<file path="config.mk">
export PLATFORM = sky130hd
export DESIGN_NAME = warmboot_ctrl
export DESIGN_NICKNAME = d
export VERILOG_FILES = /design/src/rtl/warmboot_ctrl.sv
export SDC_FILE = /design/constraint.sdc
export NUM_CORES = 1
export LEC_CHECK = 0
export CELL_PAD_IN_SITES_DETAIL_PLACEMENT = 0
export CELL_PAD_IN_SITES_GLOBAL_PLACEMENT = 2
export CORE_MARGIN = 4
export CORE_UTILIZATION = 40
export CTS_BUF_LIST = sky130_fd_sc_hd__clkbuf_4 sky130_fd_sc_hd__clkbuf_8
export DETAILED_ROUTE_END_ITERATION = 10
export DONT_BUFFER_PORTS = 1
export GPL_TIMING_DRIVEN = 0
export PLACE_DENSITY_LB_ADDON = 0.3
export SETUP_SLACK_MARGIN = 0.15
export SYNTH_ARGS = -nofsm -noshare
export SYNTH_HDL_FRONTEND = slang
export SYNTH_SLANG_ARGS = --single-unit
</file>
<file path="constraint.sdc">
create_clock -name CLK -period 2.98 [get_ports CLK]
set_clock_uncertainty 0.15 [all_clocks]
set_input_delay 0.745 -clock CLK [delete_from_list [all_inputs] [get_ports CLK]]
set_output_delay 0.745 -clock CLK [all_outputs]
set_load 0.005 [all_outputs]
</file>
<file path="src/rtl/warmboot_ctrl.sv">
// Warmboot request controller: synchronises BOOT/SLOT from the switch matrix, qualifies a stable
// request and runs one req/ack handshake with timeout and cooldown.
module warmboot_ctrl #(
  parameter int unsigned SYNC_STAGES = 2,
  parameter int unsigned HOLD_CYCLES = 4,
  parameter int unsigned TIMEOUT     = 1024,
  parameter int unsigned COOLDOWN    = 16
) (
  input  logic       CLK,
  input  logic       RESET,
  input  logic       BOOT,
  input  logic [3:0] SLOT,
  input  logic       enable_i,
  output logic       boot_req_o,
  output logic [3:0] boot_slot_o,
  input  logic       boot_ack_i,
  output logic       busy_o,
  output logic       err_o
);

  localparam int unsigned CntW  = $clog2(HOLD_CYCLES + 1);
  localparam int unsigned TmoW  = $clog2(TIMEOUT);
  localparam int unsigned CoolW = $clog2(COOLDOWN + 1);

  localparam logic [CntW-1:0]  HoldLast = CntW'(HOLD_CYCLES - 1);
  localparam logic [TmoW-1:0]  TmoLast  = TmoW'(TIMEOUT - 1);
  localparam logic [CoolW-1:0] CoolLast = CoolW'(COOLDOWN - 1);

  typedef enum logic [1:0] {StIdle, StQual, StReq, StCool} state_e;

  state_e                          state_q, state_d;
  logic [SYNC_STAGES-1:0]          boot_sync_q, boot_sync_d;
  logic [SYNC_STAGES-1:0][3:0]     slot_sync_q, slot_sync_d;
  logic [SYNC_STAGES-1:0]          fill_q, fill_d;
  logic                            armed_q, armed_d;
  logic [CntW-1:0]                 cnt_q, cnt_d;
  logic [3:0]                      slot_q, slot_d;
  logic [TmoW-1:0]                 tmo_q, tmo_d;
  logic [CoolW-1:0]                cool_q, cool_d;
  logic                            req_q, req_d;
  logic                            err_q, err_d;
  logic                            busy_q, busy_d;

  logic       boot_s;
  logic [3:0] slot_s;
  logic       sync_ok;

  assign boot_s  = boot_sync_q[SYNC_STAGES-1];
  assign slot_s  = slot_sync_q[SYNC_STAGES-1];
  // The chain holds reset zeros until refilled; those must not count as BOOT seen low.
  assign sync_ok = fill_q[SYNC_STAGES-1];

  always_comb begin
    boot_sync_d = {boot_sync_q[SYNC_STAGES-2:0], BOOT};
    slot_sync_d = {slot_sync_q[SYNC_STAGES-2:0], SLOT};
    fill_d      = {fill_q[SYNC_STAGES-2:0], 1'b1};
    state_d     = state_q;
    armed_d     = armed_q;
    cnt_d       = cnt_q;
    slot_d      = slot_q;
    tmo_d       = tmo_q;
    cool_d      = cool_q;
    req_d       = req_q;
    err_d       = err_q;

    unique case (state_q)
      StIdle: begin
        if (sync_ok && !boot_s) begin
          armed_d = 1'b1;
        end
        if (enable_i && armed_q && boot_s) begin
          state_d = StQual;
          cnt_d   = CntW'(1);
          slot_d  = slot_s;
        end
      end
      StQual: begin
        if (!boot_s || !enable_i) begin
          state_d = StIdle;
        end else if (slot_s != slot_q) begin
          cnt_d  = CntW'(1);
          slot_d = slot_s;
        end else if (cnt_q >= HoldLast) begin
          state_d = StReq;
          req_d   = 1'b1;
          armed_d = 1'b0;
          tmo_d   = '0;
        end else begin
          cnt_d = cnt_q + 1'b1;
        end
      end
      StReq: begin
        if (boot_ack_i) begin
          state_d = StCool;
          req_d   = 1'b0;
          err_d   = 1'b0;
          cool_d  = '0;
        end else if (tmo_q == TmoLast) begin
          state_d = StCool;
          req_d   = 1'b0;
          err_d   = 1'b1;
          cool_d  = '0;
        end else begin
          tmo_d = tmo_q + 1'b1;
        end
      end
      StCool: begin
        if (cool_q == CoolLast) begin
          state_d = StIdle;
        end else begin
          cool_d = cool_q + 1'b1;
        end
      end
      default: state_d = StIdle;
    endcase

    busy_d = (state_d != StIdle);
  end

  always_ff @(posedge CLK) begin
    if (RESET) begin
      state_q     <= StIdle;
      boot_sync_q <= '0;
      slot_sync_q <= '0;
      fill_q      <= '0;
      armed_q     <= 1'b0;
      cnt_q       <= '0;
      slot_q      <= '0;
      tmo_q       <= '0;
      cool_q      <= '0;
      req_q       <= 1'b0;
      err_q       <= 1'b0;
      busy_q      <= 1'b0;
    end else begin
      state_q     <= state_d;
      boot_sync_q <= boot_sync_d;
      slot_sync_q <= slot_sync_d;
      fill_q      <= fill_d;
      armed_q     <= armed_d;
      cnt_q       <= cnt_d;
      slot_q      <= slot_d;
      tmo_q       <= tmo_d;
      cool_q      <= cool_d;
      req_q       <= req_d;
      err_q       <= err_d;
      busy_q      <= busy_d;
    end
  end

  assign boot_req_o  = req_q;
  assign boot_slot_o = slot_q;
  assign busy_o      = busy_q;
  assign err_o       = err_q;

endmodule

</file>
==> impl_metrics.tcl <==
set metrics [dict create \
    yosysWarningCount 0 \
    yosys_register_bits 40 \
    fin_nets 204 \
    first_global_vias 1201 \
    start_util 0.4137 \
    synth_area_per_cell_um2 9.107 \
    synthCells 183 \
    slowest_delay_ns 0.52 \
    max_slew_margin 0.6235 \
    grt.total_usage 0.1397 \
    die_w_um 72.55 \
    area_growth_pct 10.44 \
    hp-class "reg2reg" \
    cp-end-kind "flip-flop" \
    critPathTopFamily "compound AO/OA/AOI/OAI gates" \
    drcViolationCount 0 \
    hold_viol 0 \
    drive_gt1_frac 0.07330 \
    dr_wl_met2_mm 1.553 \
    antenna_cells 0 \
    grt.overflow.total 0 \
    synth.net_count 197 \
    numCtsBuffers 5 \
    worst_ep_arrival_time_ns 2.50 \
    die_area_mm2 0.005264 \
    ir_worst_vdd_uv 308.4 \
    startpoint_type "flip-flop" \
    drt-pass1-iter-count 4 \
    vias 1291 \
    critPathRequiredTime_ns 3.00 \
    first_iter_violations 52 \
    ys_seq_area_frac 0.4805 \
    crit_chain "ha_1, and2_1, a41o_1, a2111o_1, clkbuf_1, o21ai_0, a21oi_1" \
    die_y_um 72.55 \
    clkSlewWorstSetupHoldPaths_ns 0.08 \
    cp_slowest_cell "a2111o_1" \
    critical_path_class "reg2reg" \
    fin_crit_sh 0.8337 \
    grt_first_pass_wirelength_mm 5.623 \
    slew_violations 0 \
    via_per_inst 5.357 \
    finalSetupViolations 0 \
    cts_tree "done" \
    wl_per_cell_um 13.83 \
    power.density_mw_per_mm2 549.6 \
    final_antenna_net_count 0 \
    clock_latency_ns 0.29 \
    status "finished clean" \
    dpl.hpwl_mm 2.409 \
    final_cell_area_mm2 0.001841 \
    routed-wl-met3_um 223 \
    worstPathMaxFanout 10 \
    setup_tns_ns 0 \
    post_dp_cell_area_mm2 0.001729 \
    hold_buffers 0 \
    synth_cell_types 36 \
    post_cts_resized 0 \
    finalCriticalPeriod_ns 2.484 \
    antenna_found_initial 0 \
    tightest_slew_ns 0.5648 \
    synth_area_mm2 0.001667 \
    nFillCells 395 \
    worst-path-buf-inv 1 \
    fmax_ghz 0.4025 \
    p_leak_nw 0.6745 \
    post_cts_buffers 0 \
    clkSinkCount 40 \
    row_count 23 \
    cts-root-buf "clkbuf_8" \
    top_layer_used "met4" \
    htree_levels 2 \
    coreArea_mm2 0.004029 \
    place_congestion 0.7950 \
    wl_mm 3.333 \
    maxCapViolations 0 \
    grt_max_degree 13 \
    rsz0062_at_grt "no" \
    io-pin-count 16 \
    io_buffers 0 \
    cts_buffer_depth 2 \
    wl_met1_mm 1.465 \
]
-- power breakdown --
part | total (mW) | internal (mW) | switching, mW
sequential | 0.547 | 0.543 | 0.00398
clock | 0.438 | 0.257 | 0.180
combinational | 0.0264 | 0.0100 | 0.0164
-- kinds of logic after synthesis --
family | share of synthesized area
flops | 0.4805
fa+ha+maj | 0.03754
simple gates | 0.2380
compound gates | 0.1532
mux | 0.02402
buf+inv | 0.03003
xor+xnor | 0.03679
-- per-stage QoR --
stage	hold slack, ns	cells	setup WS [ns]	total power [mW]	util
after floorplan	0.2638	183	0.6349	0.5792	-
after global placement	0.2706	233	0.4329	0.5857	0.4292
after detailed placement	0.2704	233	0.3906	0.5867	0.4292
after CTS	0.2877	241	0.4877	1.027	0.4568
after global routing	0.3156	241	0.3099	1.065	0.4568
final	0.2863	241	0.4955	1.012	0.4568
-- layout by cell type (no fill, tap or decap), types with 2 or more instances in the layout --
master	n
dfxtp_1	40
a21oi_1	18
nor2_1	13
nand2_1	13
nor2b_1	11
o21ai_0	10
or3_1	8
inv_1	6
nand3_1	5
ha_1	5
clkbuf_8	5
clkbuf_1	4
xnor2_1	4
mux2i_1	4
or2_2	4
nor3_1	4
and3_1	3
and2_1	3
xor2_1	3
and4_1	2
a311oi_1	2
a211oi_1	2
o31ai_1	2
and3b_1	2
a31oi_1	2
o2111ai_1	2
-- per-layer routing --
layer | up-vias | track usage
met5 | - | 0
met4 | 0 | 0.07172
met3 | 10 | 0.04432
met2 | 38 | 0.2144
met1 | 575 | 0.1751
li1 | 668 | -
-- area by class of cell --
| class | instances | area, um^2 | area share |
|---|---|---|---|
| Sequential cell | 40 | 800.8 | 0.4351 |
| Tap cell | 50 | 62.56 | 0.03399 |
| Buffer | 6 | 27.53 | 0.01496 |
| Clock buffer | 6 | 76.32 | 0.04147 |
| Inverter | 6 | 22.52 | 0.01224 |
| Clock inverter | 2 | 35.03 | 0.01903 |
| Multi-Input combinational cell | 131 | 815.8 | 0.4432 |
-- registers in the layout (all words and copies together), names as in the netlist --
| name | flops |
|---|---|
| tmo_q | 10 |
| cool_q | 5 |
| boot_slot_o | 4 |
| slot_s | 4 |
| slot_sync_d | 4 |
| cnt_q | 3 |
| boot_sync_q | 2 |
| fill_q | 2 |
| state_q | 2 |
| armed_q | 1 |
| boot_req_o | 1 |
| busy_o | 1 |
| err_o | 1 |
-- cell usage after synthesis, drive strengths merged --
| master | instances | area [um^2] |
|---|---|---|
| xor2 | 3 | 26.28 |
| or3 | 8 | 50.05 |
| inv | 6 | 22.52 |
| a21oi | 18 | 90.09 |
| and3b | 2 | 17.52 |
| a211o | 1 | 8.760 |
| buf | 2 | 12.51 |
| nand3 | 5 | 25.02 |
| and2 | 3 | 18.77 |
| a211oi | 2 | 15.01 |
| clkbuf | 4 | 15.01 |
| and4b | 1 | 10.01 |
| a2111o | 1 | 11.26 |
| o2111ai | 2 | 17.52 |
| a41o | 1 | 10.01 |
| or4 | 1 | 7.510 |
| a31oi | 2 | 12.51 |
| ha | 5 | 62.56 |
| o211ai | 1 | 7.510 |
| nand2b | 1 | 6.260 |
| xnor2 | 4 | 35.03 |
| nor2b | 11 | 68.82 |
| mux2i | 4 | 40.04 |
| and3 | 3 | 18.77 |
| nand2 | 13 | 48.80 |
| dfxtp | 40 | 800.8 |
| nor3b | 1 | 7.510 |
| o31ai | 2 | 15.01 |
| nor3 | 4 | 20.02 |
| nor2 | 13 | 48.80 |
| a311oi | 2 | 17.52 |
| o21ai | 10 | 50.05 |
| and4 | 2 | 17.52 |
| nand4 | 1 | 6.260 |
| or2 | 4 | 25.02 |
-- worst paths after layout --
kind,cells past startpoint,endpoint,start,slack [ns]
worst min-delay path,1,boot_sync_q[1]$_SDFF_PP0_,boot_sync_q[0]$_SDFF_PP0_,0.29
worst max-delay path,7,tmo_q[4]$_SDFFE_PP0P_,tmo_q[0]$_SDFFE_PP0P_,0.50
worst min register to register,1,boot_sync_q[1]$_SDFF_PP0_,boot_sync_q[0]$_SDFF_PP0_,0.29
worst max register to register,7,tmo_q[4]$_SDFFE_PP0P_,tmo_q[0]$_SDFFE_PP0P_,0.50
No activity file was read; power rests on OpenSTA's default activity.
